**config.mk**
```make
export PLATFORM = sky130hd
export DESIGN_NAME = fg_sram_arbiter
export DESIGN_NICKNAME = d
export VERILOG_FILES = /design/src/rtl/fg_sram_arbiter.sv
export SDC_FILE = /design/constraint.sdc
export NUM_CORES = 1
export LEC_CHECK = 0
export CAP_MARGIN = 20
export CELL_PAD_IN_SITES_DETAIL_PLACEMENT = 0
export CELL_PAD_IN_SITES_GLOBAL_PLACEMENT = 1
export CORE_ASPECT_RATIO = 0.6
export CORE_MARGIN = 2
export CORE_UTILIZATION = 30
export CTS_CLUSTER_SIZE = 40
export DETAILED_ROUTE_END_ITERATION = 10
export PLACE_DENSITY = 0.64
export REMOVE_ABC_BUFFERS = 1
export SYNTH_ARGS = -nofsm -noshare
export SYNTH_HDL_FRONTEND = slang
export SYNTH_SLANG_ARGS = --single-unit
```
**constraint.sdc**
```tcl
create_clock -name clk -period 19.15 [get_ports clk]
set_input_delay 3.83 -clock clk [delete_from_list [all_inputs] [get_ports clk]]
set_output_delay 3.83 -clock clk [all_outputs]
set_load 0.05 [all_outputs]
```
**src/rtl/fg_sram_arbiter.sv**
```systemverilog
// fg_sram_arbiter: shares the single-port foreground SRAM between fixed-latency
// pipeline pixel reads (always win) and FIFO-buffered foreground capture writes.
// Writes drain only in cycles where no in-range read is being issued.
module fg_sram_arbiter #(
    parameter int PRECISION                    = 11,
    parameter int PIXEL_SIZE                   = 16,
    parameter int ADDR_WIDTH                   = 19,
    parameter int RESOLUTION_X                 = 800,
    parameter int RESOLUTION_Y                 = 600,
    parameter int FOREGROUND_FETCH_CYCLE_DELAY = 5,
    parameter int SRAM_READ_LATENCY            = 2,
    parameter int WFIFO_DEPTH                  = 8
) (
    input  logic                  clk,
    input  logic                  rst,
    input  logic                  rd_req_active,
    input  logic [PRECISION:0]    rd_req_x,
    input  logic [PRECISION:0]    rd_req_y,
    output logic [PIXEL_SIZE-1:0] rd_pixel_out,
    output logic                  rd_pixel_skip,
    output logic                  rd_pixel_ready,
    input  logic                  wr_valid,
    input  logic [PRECISION-1:0]  wr_x,
    input  logic [PRECISION-1:0]  wr_y,
    input  logic [PIXEL_SIZE-1:0] wr_pixel,
    output logic                  wr_ready,
    input  logic                  fg_freeze,
    output logic [15:0]           wr_drop_count,
    output logic                  sram_en,
    output logic                  sram_we,
    output logic [ADDR_WIDTH-1:0] sram_addr,
    output logic [PIXEL_SIZE-1:0] sram_wdata,
    input  logic [PIXEL_SIZE-1:0] sram_rdata
);

    localparam int D     = FOREGROUND_FETCH_CYCLE_DELAY;
    localparam int L     = SRAM_READ_LATENCY;
    localparam int FAW   = $clog2(WFIFO_DEPTH);
    localparam int MUL_W = 2 * PRECISION + 2;

    localparam logic [PRECISION:0]   RX_S     = (PRECISION+1)'(RESOLUTION_X);
    localparam logic [PRECISION:0]   RY_S     = (PRECISION+1)'(RESOLUTION_Y);
    localparam logic [PRECISION-1:0] RX_U     = PRECISION'(RESOLUTION_X);
    localparam logic [PRECISION-1:0] RY_U     = PRECISION'(RESOLUTION_Y);
    localparam logic [FAW:0]         FULL_CNT = (FAW+1)'(WFIFO_DEPTH);

    // Read side state: stage k holds the request sampled k+1 edges ago.
    logic [D-2:0]            valid_pipe_q;
    logic [D-2:0]            skip_pipe_q;
    logic                    ready_q;
    logic                    skip_q;
    logic [PIXEL_SIZE-1:0]   pixel_q;
    logic [PIXEL_SIZE-1:0]   resp_data;
    logic                    tag;

    // Write FIFO state
    logic [ADDR_WIDTH-1:0]   wf_addr_mem [0:WFIFO_DEPTH-1];
    logic [PIXEL_SIZE-1:0]   wf_data_mem [0:WFIFO_DEPTH-1];
    logic [FAW-1:0]          wr_ptr_q;
    logic [FAW-1:0]          rd_ptr_q;
    logic [FAW:0]            count_q;
    logic [FAW:0]            count_d;
    logic                    wr_ready_q;
    logic [15:0]             drop_cnt_q;

    // SRAM pin registers
    logic                    sram_en_q;
    logic                    sram_we_q;
    logic [ADDR_WIDTH-1:0]   sram_addr_q;
    logic [PIXEL_SIZE-1:0]   sram_wdata_q;

    logic                    rd_in_range;
    logic                    rd_issue;
    logic [ADDR_WIDTH-1:0]   rd_addr;
    logic [ADDR_WIDTH-1:0]   wr_addr;
    logic                    wr_take;
    logic                    push;
    logic                    drop;
    logic                    pop;

    // Request decode: sign bit set means negative, hence out of frame.
    assign rd_in_range = !rd_req_x[PRECISION] && !rd_req_y[PRECISION] &&
                         (rd_req_x < RX_S) && (rd_req_y < RY_S);
    assign rd_issue    = rd_req_active && rd_in_range;
    assign rd_addr     = ADDR_WIDTH'(MUL_W'(rd_req_y[PRECISION-1:0]) * MUL_W'(RESOLUTION_X)
                                     + MUL_W'(rd_req_x[PRECISION-1:0]));
    assign wr_addr     = ADDR_WIDTH'(MUL_W'(wr_y) * MUL_W'(RESOLUTION_X) + MUL_W'(wr_x));

    // Capture decode: frozen or out-of-frame captures vanish silently.
    assign wr_take = wr_valid && !fg_freeze && (wr_x < RX_U) && (wr_y < RY_U);
    assign push    = wr_take && wr_ready_q;
    assign drop    = wr_take && !wr_ready_q;
    assign pop     = (count_q != '0) && !rd_issue;

    // Next FIFO occupancy; push+pop together leaves it unchanged.
    always_comb begin
        count_d = count_q;
        if (push && !pop) begin
            count_d = count_q + 1'b1;
        end else if (!push && pop) begin
            count_d = count_q - 1'b1;
        end
    end

    // FIFO storage, no reset so it maps onto RAM.
    always_ff @(posedge clk) begin
        if (push) begin
            wf_addr_mem[wr_ptr_q] <= wr_addr;
            wf_data_mem[wr_ptr_q] <= wr_pixel;
        end
    end

    // FIFO pointers, occupancy, ready flag and drop counter.
    always_ff @(posedge clk) begin
        if (rst) begin
            wr_ptr_q   <= '0;
            rd_ptr_q   <= '0;
            count_q    <= '0;
            wr_ready_q <= 1'b0;
            drop_cnt_q <= '0;
        end else begin
            if (push) wr_ptr_q <= wr_ptr_q + 1'b1;
            if (pop)  rd_ptr_q <= rd_ptr_q + 1'b1;
            count_q    <= count_d;
            wr_ready_q <= (count_d != FULL_CNT);
            if (drop && (drop_cnt_q != 16'hFFFF)) begin
                drop_cnt_q <= drop_cnt_q + 16'd1;
            end
        end
    end

    // SRAM port: an in-range read always takes the slot, otherwise drain one write.
    always_ff @(posedge clk) begin
        if (rst) begin
            sram_en_q    <= 1'b0;
            sram_we_q    <= 1'b0;
            sram_addr_q  <= '0;
            sram_wdata_q <= '0;
        end else if (rd_issue) begin
            sram_en_q   <= 1'b1;
            sram_we_q   <= 1'b0;
            sram_addr_q <= rd_addr;
        end else if (pop) begin
            sram_en_q    <= 1'b1;
            sram_we_q    <= 1'b1;
            sram_addr_q  <= wf_addr_mem[rd_ptr_q];
            sram_wdata_q <= wf_data_mem[rd_ptr_q];
        end else begin
            sram_en_q <= 1'b0;
            sram_we_q <= 1'b0;
        end
    end

    // sram_rdata belongs to the request sitting in stage L this cycle.
    assign tag = valid_pipe_q[L] && !skip_pipe_q[L];

    generate
        if (D == L + 2) begin : g_direct
            assign resp_data = sram_rdata;
        end else begin : g_delay
            logic [PIXEL_SIZE-1:0] dly_q [0:D-L-3];
            // Carry captured read data down to the response stage.
            always_ff @(posedge clk) begin
                if (tag) dly_q[0] <= sram_rdata;
                for (int k = 1; k <= D - L - 3; k++) begin
                    dly_q[k] <= dly_q[k-1];
                end
            end
            assign resp_data = dly_q[D-L-3];
        end
    endgenerate

    // In-flight read tracking and response generation.
    always_ff @(posedge clk) begin
        if (rst) begin
            valid_pipe_q <= '0;
            skip_pipe_q  <= '0;
            ready_q      <= 1'b0;
            skip_q       <= 1'b0;
            pixel_q      <= '0;
        end else begin
            valid_pipe_q <= {valid_pipe_q[D-3:0], rd_req_active};
            skip_pipe_q  <= {skip_pipe_q[D-3:0], !rd_in_range};
            ready_q      <= valid_pipe_q[D-2];
            skip_q       <= valid_pipe_q[D-2] && skip_pipe_q[D-2];
            if (valid_pipe_q[D-2] && !skip_pipe_q[D-2]) begin
                pixel_q <= resp_data;
            end
        end
    end

    assign rd_pixel_out   = pixel_q;
    assign rd_pixel_skip  = skip_q;
    assign rd_pixel_ready = ready_q;
    assign wr_ready       = wr_ready_q;
    assign wr_drop_count  = drop_cnt_q;
    assign sram_en        = sram_en_q;
    assign sram_we        = sram_we_q;
    assign sram_addr      = sram_addr_q;
    assign sram_wdata     = sram_wdata_q;

endmodule

```
==> results of run 1 <==
==> placed cells by master (no fill, tap or decap), types with 37 or more instances in the layout <==
cell type and n:
a21oi_1 51, clkbuf_16 41, edfxtp_1 296, nor2_1 92
mux4_2 70, dfxtp_1 90, a211oi_1 39, ha_1 87
nand2_1 62, xnor2_1 38, mux2i_1 37, clkdlybuf4s50_1 153
inv_1 69
==> state kept, by name, summed over array words and instances (netlist names), named ones only <==
signal / cells
count_q: 4
g_delay.dly_q: 16
rd_pixel_out: 16
rd_pixel_ready: 1
rd_pixel_skip: 1
rd_ptr_q: 3
skip_pipe_q: 4
sram_addr: 19
sram_en: 1
sram_wdata: 16
sram_we: 1
valid_pipe_q: 4
wf_addr_mem: 152
wf_data_mem: 128
wr_drop_count: 16
wr_ptr_q: 3
wr_ready: 1
==> power by group <==
part	internal (mW)	switching, mW
logic	0.326	0.493
registers	1.00	0.0540
clock network	0.451	0.319
total	1.78	0.866
==> final timing paths <==
check | from | end | slack (ns)
worst min-delay path | skip_pipe_q[0] | skip_pipe_q[1] | 0.44
worst min register to register | skip_pipe_q[0] | skip_pipe_q[1] | 0.44
worst max-delay path | wr_y[2] | wf_addr_mem[1][16] | 11.74
worst max register to register | count_q[0] | wr_ready | 16.19
==> routing by layer <==
metal | share of wire | vias up | GRT usage
met5 | 0.00032 | - | 0
met4 | 0.012 | 2 | 0.0241
met3 | 0.041 | 43 | 0.0254
met2 | 0.44 | 181 | 0.209
met1 | 0.50 | 5077 | 0.206
li1 | - | 4736 | -
==> cells by family (layout without fill, tap and decap cells) <==
group,after synthesis,after routing,share of synthesized area
buffers and inverters,120,314,0.0271
flip-flops,389,389,0.622
XOR/XNOR,61,61,0.0317
AO/OA/AOI/OAI,154,154,0.0599
multiplexers,107,107,0.113
adder cells (fa/ha/maj),101,101,0.0792
AND/OR/NAND/NOR,242,242,0.0674
==> area by class of cell <==
cell class                      count  area, µm²
Sequential cell                   389      10800
Fill cell                        5449      36100
Multi-Input combinational cell    665       6120
Inverter                           69        259
Clock buffer                       50       1070
Clock inverter                     22        215
Timing Repair Buffer              173       1680
Tap cell                          770        963
==> through the flow <==
step,hold WS [ns],instance area [µm²],setup slack [ns],power [mW]
2_1_floorplan,0.414,17100,10.11,1.63
3_3_place_gp,0.421,19800,11.35,1.89
3_5_place_dp,0.423,19800,11.21,1.90
4_1_cts,0.437,21100,11.76,2.68
5_1_grt,0.454,21100,11.50,2.79
6_report,0.435,21100,11.74,2.64
==> flow_metrics.py, run 1 <==
metrics = {
    "worst_hold_path": {
        "min_path_cells": 1,
        "hp-class": "register to register",
    },
    "critical_path": {
        "cp_top_family": "adder cells",
        "crit_type": "input pin to register",
        "crit_path_start_kind": "input pin",
        "critPathRequiredTime_ns": 19.39,
        "crit_path_top_delay_cell": "xnor2_1",
        "worst-path-buf-inv": 1,
        "crit_cells": 11,
        "critPathMaxStageDelay_ns": 0.53,
        "worstPathCellList": "clkdlybuf4s50_1, ha_1, ha_1, fa_1, ha_1, nor2b_1, o31a_1, o211a_1, a2111oi_2, nor4_1, xnor2_1",
        "rr_worst_depth": 10,
        "worstPathMaxFanout": 8,
        "cp_common_cell": "ha_1",
        "cp.arrival_ns": 7.65,
        "critPathCaptureType": "register",
    },
    "floorplanning": {
        "ioPinCount": 155,
        "die_area_mm2": 0.0596,
        "start_util": 0.302,
        "die_w_um": 314,
        "die-height_um": 190,
        "core.rowCount": 68,
        "core_area_mm2": 0.0572,
    },
    "power": {
        "p_leak_nw": 7.19,
        "power_density_mw_per_mm2": 125,
        "ir_drop_mv": 0.0556,
    },
    "placement": {
        "gp_congestion": 0.789,
        "placed_cells": 2066,
        "dpl.hpwl_mm": 25.7,
        "port_buffers": 154,
    },
    "detailed_routing": {
        "first_pass_iters": 4,
        "wirelength_mm": 41.0,
        "routedWlPerCell_um": 19.2,
        "ant_nets": 0,
        "avgViaCountPerCell": 4.70,
        "drc": 0,
        "drtIter0Drc": 643,
        "via_count": 10039,
    },
    "cts": {
        "cts_buffers": 40,
        "cts_resized": 0,
        "cts-root-buf": "clkbuf_16",
        "ctsHoldBuffers": 0,
        "tritoncts": "built",
        "clk_latency_ns": 0.53,
        "cts_setup_buffers": 0,
        "h-tree-depth": 2,
        "clkSinkCount": 389,
        "clockBufferDepth": 3,
        "path_clk_slew_ns": 0.06,
    },
    "timing": {
        "grt_setup_unrepaired": "no",
        "drv_slew": 0,
        "clock-skew-final_ns": 0.0148,
        "max_freq_mhz": 135,
        "setup_tns_ns": 0,
        "finalCritPeriodShare": 0.387,
        "period_needed_ns": 7.41,
        "setup_violations": 0,
        "hold_violations": 0,
        "worst-slew-pin-transition_ns": 0.978,
        "max_slew_margin": 0.348,
    },
    "yosys": {
        "yosys.cell_count.top_type": "edfxtp_1",
        "synth_top_area_cell": "edfxtp_1",
        "yosysWarnings": 0,
        "synth.cell_area_mm2": 0.0173,
        "synth_area_leaders": "edfxtp_1 (51%), dfxtp_1 (11%), mux4_2 (9.1%)",
        "synthFlopType": "edfxtp_1",
        "ys_ff_latch": 389,
        "synth_common_cells": "edfxtp_1 (296), nor2_1 (94), dfxtp_1 (93)",
        "netlist-cell-type-count": 61,
        "synth.avg_cell_area_um2": 14.7,
        "syn_inst": 1174,
        "synth-edff-count": 296,
        "synth_top_area_frac": 0.514,
        "async_reset_ff_frac": 0,
        "ys_seq_area_frac": 0.622,
    },
    "global_routing": {
        "antenna_found_initial": 1,
        "grt_overflow_total": 0,
        "grt_pass1_wl_mm": 62.2,
        "grt_max_degree": 76,
        "grt_use_total": 0.137,
        "grt_pass1_vias": 10066,
    },
    "finish": {
        "synthToLayoutAreaGrowth_pct": 21.9,
        "stdcell_count": 2138,
        "num-nets-final": 1522,
        "postLayoutCoreUtil": 0.368,
        "diodes": 0,
        "drive_above_1_share": 0.126,
    },
    "run_status": {
        "status": "finished, final reports clean",
    },
    "flow_run": {
        "maxCapViolCount": 0,
    },
}
Note: power is estimated with default switching activity, not from simulation.
==> inputs of run 2 (changes only) <==
==> constraint.sdc (replaced) <==
create_clock -name clk -period 7.75 [get_ports clk]
set_input_delay 1.55 -clock clk [delete_from_list [all_inputs] [get_ports clk]]
set_output_delay 1.55 -clock clk [all_outputs]
set_load 0.05 [all_outputs]
==> run 2 against run 1 <==
First-iteration DRC count shrank 7.6%. Power grew 140%. Register-to-register slack lost 11 ns. Global-route usage is essentially flat. Clock power grew 140%. Utilization shrank 0.087 points. Count of clock-buffer cells in the layout shrank 1. Flip-flop and latch count is the same. Via count shrank 1.4%. Routed wire length shrank 1.5%. Worst hold slack lost 0.0056 ns.
==> flow_metrics.py, run 2 (synthesis results as in run 1) <==
metrics = {
    "detailed_routing": {
        "wirelength_mm": 40.4,
        "ant_nets": 0,
        "via_count": 9899,
        "top_layer": "met5",
        "wl_met1_mm": 20.5,
        "avgViaCountPerCell": 4.64,
        "dr_wl_met2_mm": 17.4,
        "first_pass_iters": 5,
        "drc": 0,
        "wl_met3_mm": 1.88,
        "routedWlPerCell_um": 18.9,
        "drtIter0Drc": 594,
    },
    "finish": {
        "top_register": "wf_addr_mem",
        "synthToLayoutAreaGrowth_pct": 21.6,
        "final_common_cell": "edfxtp_1",
        "mostFrequentLayoutCells": "edfxtp_1 (296), clkdlybuf4s50_1 (153), nor2_1 (92), dfxtp_1 (90), ha_1 (87)",
        "postLayoutCoreUtil": 0.367,
        "largest_register_ffs": 152,
        "diodes": 0,
        "num-nets-final": 1520,
        "drive_above_1_share": 0.127,
    },
    "timing": {
        "period_needed_ns": 5.21,
        "hold_violations": 0,
        "setup_tns_ns": 0,
        "max_freq_mhz": 192,
        "worst-slew-pin-transition_ns": 1.00,
        "drv_slew": 0,
        "clock-skew-final_ns": 0.0293,
        "max_slew_margin": 0.328,
        "grt_setup_unrepaired": "no",
        "setup_violations": 0,
        "finalCritPeriodShare": 0.672,
    },
    "global_routing": {
        "grt_use_total": 0.137,
        "grt_overflow_total": 0,
        "grt_max_degree": 48,
        "grt_pass1_wl_mm": 61.9,
        "grt_pass1_vias": 10111,
        "antenna_found_initial": 1,
    },
    "critical_path": {
        "critPathRequiredTime_ns": 8.00,
        "crit_path_start_kind": "input pin",
        "critPathCaptureType": "register",
        "rr_worst_depth": 6,
        "cp.arrival_ns": 5.46,
        "reg2reg_to": "sram_addr[12]",
        "crit_type": "input pin to register",
        "worstPathMaxFanout": 8,
        "reg2reg_slack_ns": 4.96,
    },
    "floorplanning": {
        "die_area_mm2": 0.0596,
        "die-height_um": 190,
        "core.rowCount": 68,
        "die_w_um": 314,
        "core_area_mm2": 0.0572,
        "ioPinCount": 155,
        "start_util": 0.302,
    },
    "flow_run": {
        "maxCapViolCount": 0,
    },
    "run_status": {
        "status": "finished, final reports clean",
    },
    "cts": {
        "h-tree-depth": 2,
        "clockBufferDepth": 3,
        "cts_setup_buffers": 0,
        "tritoncts": "built",
        "path_clk_slew_ns": 0.06,
        "ctsHoldBuffers": 0,
        "cts_buffers": 39,
        "clkSinkCount": 389,
        "cts_resized": 0,
        "cts-root-buf": "clkbuf_16",
        "clk_latency_ns": 0.55,
    },
    "worst_hold_path": {
        "min_from": "valid_pipe_q[0]",
        "min_path_cells": 1,
        "hold_end": "valid_pipe_q[1]",
        "hp-class": "register to register",
    },
    "placement": {
        "port_buffers": 154,
        "dpl.hpwl_mm": 25.6,
        "gp_congestion": 0.781,
    },
    "power": {
        "p_leak_nw": 7.17,
        "power_density_mw_per_mm2": 307,
        "ir_drop_mv": 0.150,
    },
}
[run 2: final cells by class]
cell class / count / area [µm²]
Fill cell: 5437 / 36200
Sequential cell: 389 / 10800
Multi-Input combinational cell: 665 / 6130
Timing Repair Buffer: 172 / 1670
Clock buffer: 49 / 1060
Tap cell: 770 / 963
Inverter: 69 / 259
Clock inverter: 19 / 165
[run 2: metrics by stage]
step	cells	power, mW	hold slack, ns	area (µm²)	worst slack, ns
after floorplan	1123	4.03	0.414	17100	0.993
after global placement	2064	4.68	0.417	19800	2.21
after detailed placement	2065	4.69	0.425	19800	2.04
after CTS	2133	6.56	0.428	21000	2.63
after global routing	2133	6.82	0.442	21000	2.41
final	2133	6.46	0.430	21000	2.54
[run 2: how the worst max path moves through the flow]
stage | cells past startpoint | startpoint | to | slack [ns]
finish | 11 | wr_y[2] | wf_addr_mem[5][16] | 2.54
global route | 11 | wr_y[2] | wf_addr_mem[2][16] | 2.41
CTS | 11 | wr_y[2] | wf_addr_mem[5][16] | 2.63
detailed placement | 12 | wr_y[2] | wf_addr_mem[0][18] | 2.04
global placement | 12 | wr_y[2] | wf_addr_mem[2][18] | 2.21
floorplan | 6 | wr_y[7] | wf_addr_mem[2][0] | 0.99
[run 2: layer usage]
metal | GRT usage | vias to the layer above
li1 | - | 4739
met5 | 0 | -
met1 | 0.207 | 4940
met2 | 0.206 | 162
met4 | 0.0304 | 2
met3 | 0.0244 | 56
[run 2: worst max-delay path, cell delays in order]
cell,delay [ns]
clkdlybuf4s50_1,0.49
ha_1,0.33
ha_1,0.32
fa_1,0.48
ha_1,0.36
nor2b_1,0.16
o31a_1,0.28
o211a_1,0.23
a2111oi_2,0.52
nor4_1,0.17
xnor2_1,0.57
[run 2: power by group]
group          internal, mW  switching (mW)
combinational         0.805            1.21
clock                  1.05           0.790
sequential             2.47           0.138
total                  4.32            2.14
==> inputs of run 3 (changes only) <==
==> constraint.sdc (replaced) <==
create_clock -name clk -period 5.42 [get_ports clk]
set_input_delay 1.084 -clock clk [delete_from_list [all_inputs] [get_ports clk]]
set_output_delay 1.084 -clock clk [all_outputs]
set_load 0.05 [all_outputs]
==> run 3 against run 2 <==
Die area did not move. Highest routed layer unchanged. Combinational power rose by 43%. Power rose by 43%. Clock skew fell by 0.014 ns. Largest cell class unchanged.
==> flow_metrics.py, run 3 (synthesis results as in run 1) <==
metrics = {
    "placement": {
        "port_buffers": 154,
        "pre_cts_slack_ns": 0.260,
        "placed_cell_area_mm2": 0.0199,
        "dpl.hpwl_mm": 25.8,
        "gp_congestion": 0.774,
    },
    "power": {
        "p_int_mw": 6.21,
        "power_density_mw_per_mm2": 437,
        "p_leak_nw": 7.20,
        "p_sw_mw": 3.03,
        "combPwrFrac": 0.312,
        "swShare": 0.328,
        "p_seq_frac": 0.404,
        "clkPwrFrac": 0.284,
        "ir_drop_mv": 0.227,
        "total_power_mw": 9.24,
    },
    "detailed_routing": {
        "drtIter0Drc": 593,
        "routedWlPerCell_um": 19.0,
        "via_count": 9933,
        "drc": 0,
        "wirelength_mm": 40.6,
        "ant_nets": 0,
        "first_pass_iters": 5,
        "avgViaCountPerCell": 4.64,
    },
    "global_routing": {
        "antenna_found_initial": 1,
        "grt_use_total": 0.137,
        "grt_pass1_wl_mm": 62.0,
        "grt_max_degree": 58,
        "grt_pass1_vias": 9940,
        "grt_overflow_total": 0,
    },
    "timing": {
        "hold_violations": 0,
        "clock-skew-final_ns": 0.0154,
        "setup_tns_ns": 0,
        "setup_violations": 0,
        "max_freq_mhz": 216,
        "period_needed_ns": 4.63,
        "grt_setup_unrepaired": "no",
        "worst-slew-pin-transition_ns": 0.966,
        "fin_ws_ns": 0.792,
        "finalCritPeriodShare": 0.854,
        "drv_slew": 0,
        "max_slew_margin": 0.351,
    },
    "worst_hold_path": {
        "hp-class": "register to register",
    },
    "cts": {
        "clockBufferDepth": 3,
        "path_clk_slew_ns": 0.06,
        "ctsHoldBuffers": 0,
        "h-tree-depth": 2,
        "tritoncts": "built",
        "cts_resized": 0,
        "cts_buffers": 39,
        "cts-root-buf": "clkbuf_16",
        "cts_setup_buffers": 0,
        "clkSinkCount": 389,
        "clk_latency_ns": 0.53,
    },
    "finish": {
        "postLayoutCoreUtil": 0.370,
        "top_register": "wf_addr_mem",
        "synthToLayoutAreaGrowth_pct": 22.3,
        "design_area_mm2": 0.0211,
        "largest_register_ffs": 152,
        "drive_above_1_share": 0.126,
        "final_common_cell": "edfxtp_1",
        "diodes": 0,
        "num-nets-final": 1525,
        "mostFrequentLayoutCells": "edfxtp_1 (296), clkdlybuf4s50_1 (153), nor2_1 (92), dfxtp_1 (90), ha_1 (87)",
    },
    "critical_path": {
        "critPathRequiredTime_ns": 5.67,
        "reg2reg_slack_ns": 2.74,
        "crit_type": "input pin to register",
        "cp.arrival_ns": 4.87,
        "crit_path_start_kind": "input pin",
        "worstPathMaxFanout": 8,
        "critPathCaptureType": "register",
    },
    "floorplanning": {
        "core.rowCount": 68,
        "core_area_mm2": 0.0572,
        "die-height_um": 190,
        "die_area_mm2": 0.0596,
        "die_w_um": 314,
        "start_util": 0.302,
        "ioPinCount": 155,
    },
    "run_status": {
        "status": "finished, final reports clean",
    },
    "flow_run": {
        "maxCapViolCount": 0,
    },
}
run 3: final timing paths:
| check | start | cells after the start | end |
|---|---|---|---|
| setup reg to reg | count_q[0] | 10 | wr_ready |
| hold / removal | skip_pipe_q[0] | 1 | skip_pipe_q[1] |
| hold reg to reg | skip_pipe_q[0] | 1 | skip_pipe_q[1] |
| setup / recovery | wr_y[2] | 11 | wf_addr_mem[4][16] |
run 3: cell type report:
type	instances	area, µm²
Tap cell	770	963
Clock inverter	10	46.3
Timing Repair Buffer	177	1800
Clock buffer	61	1190
Sequential cell	389	10800
Fill cell	5441	36000
Inverter	69	259
Multi-Input combinational cell	665	6120
run 3: metal layers:
metal	global-route usage	vias up	share of wire
met2	0.205	146	0.44
met3	0.0250	38	0.036
met5	0	-	0.00020
li1	-	4755	-
met1	0.208	4992	0.52
met4	0.0232	2	0.011
run 3: stage by stage:
| step | hold slack [ns] | std cells |
|---|---|---|
| final | 0.434 | 2141 |
| after global placement | 0.418 | 2069 |
| after floorplan | 0.414 | 1123 |
| after global routing | 0.449 | 2141 |
| after CTS | 0.436 | 2141 |
| after detailed placement | 0.422 | 2070 |
run 3: worst max-delay path: stages:
cell and delay, ns:
clkdlybuf4s50_1 0.47, ha_1 0.33, ha_1 0.31, fa_1 0.46, ha_1 0.35, nor2b_1 0.16, o31a_1 0.29, o211a_1 0.23
a2111oi_2 0.50, nor4_1 0.17, xnor2_1 0.51
run 3: power by group through the flow:
stage	Sequential (mW)	Combinational, mW	Clock, mW
final	3.73	2.88	2.62
after global routing	3.77	3.15	2.82
after CTS	3.74	2.92	2.70
after detailed placement	3.81	2.91	0
after global placement	3.80	2.89	0
after floorplan	4.31	1.45	0
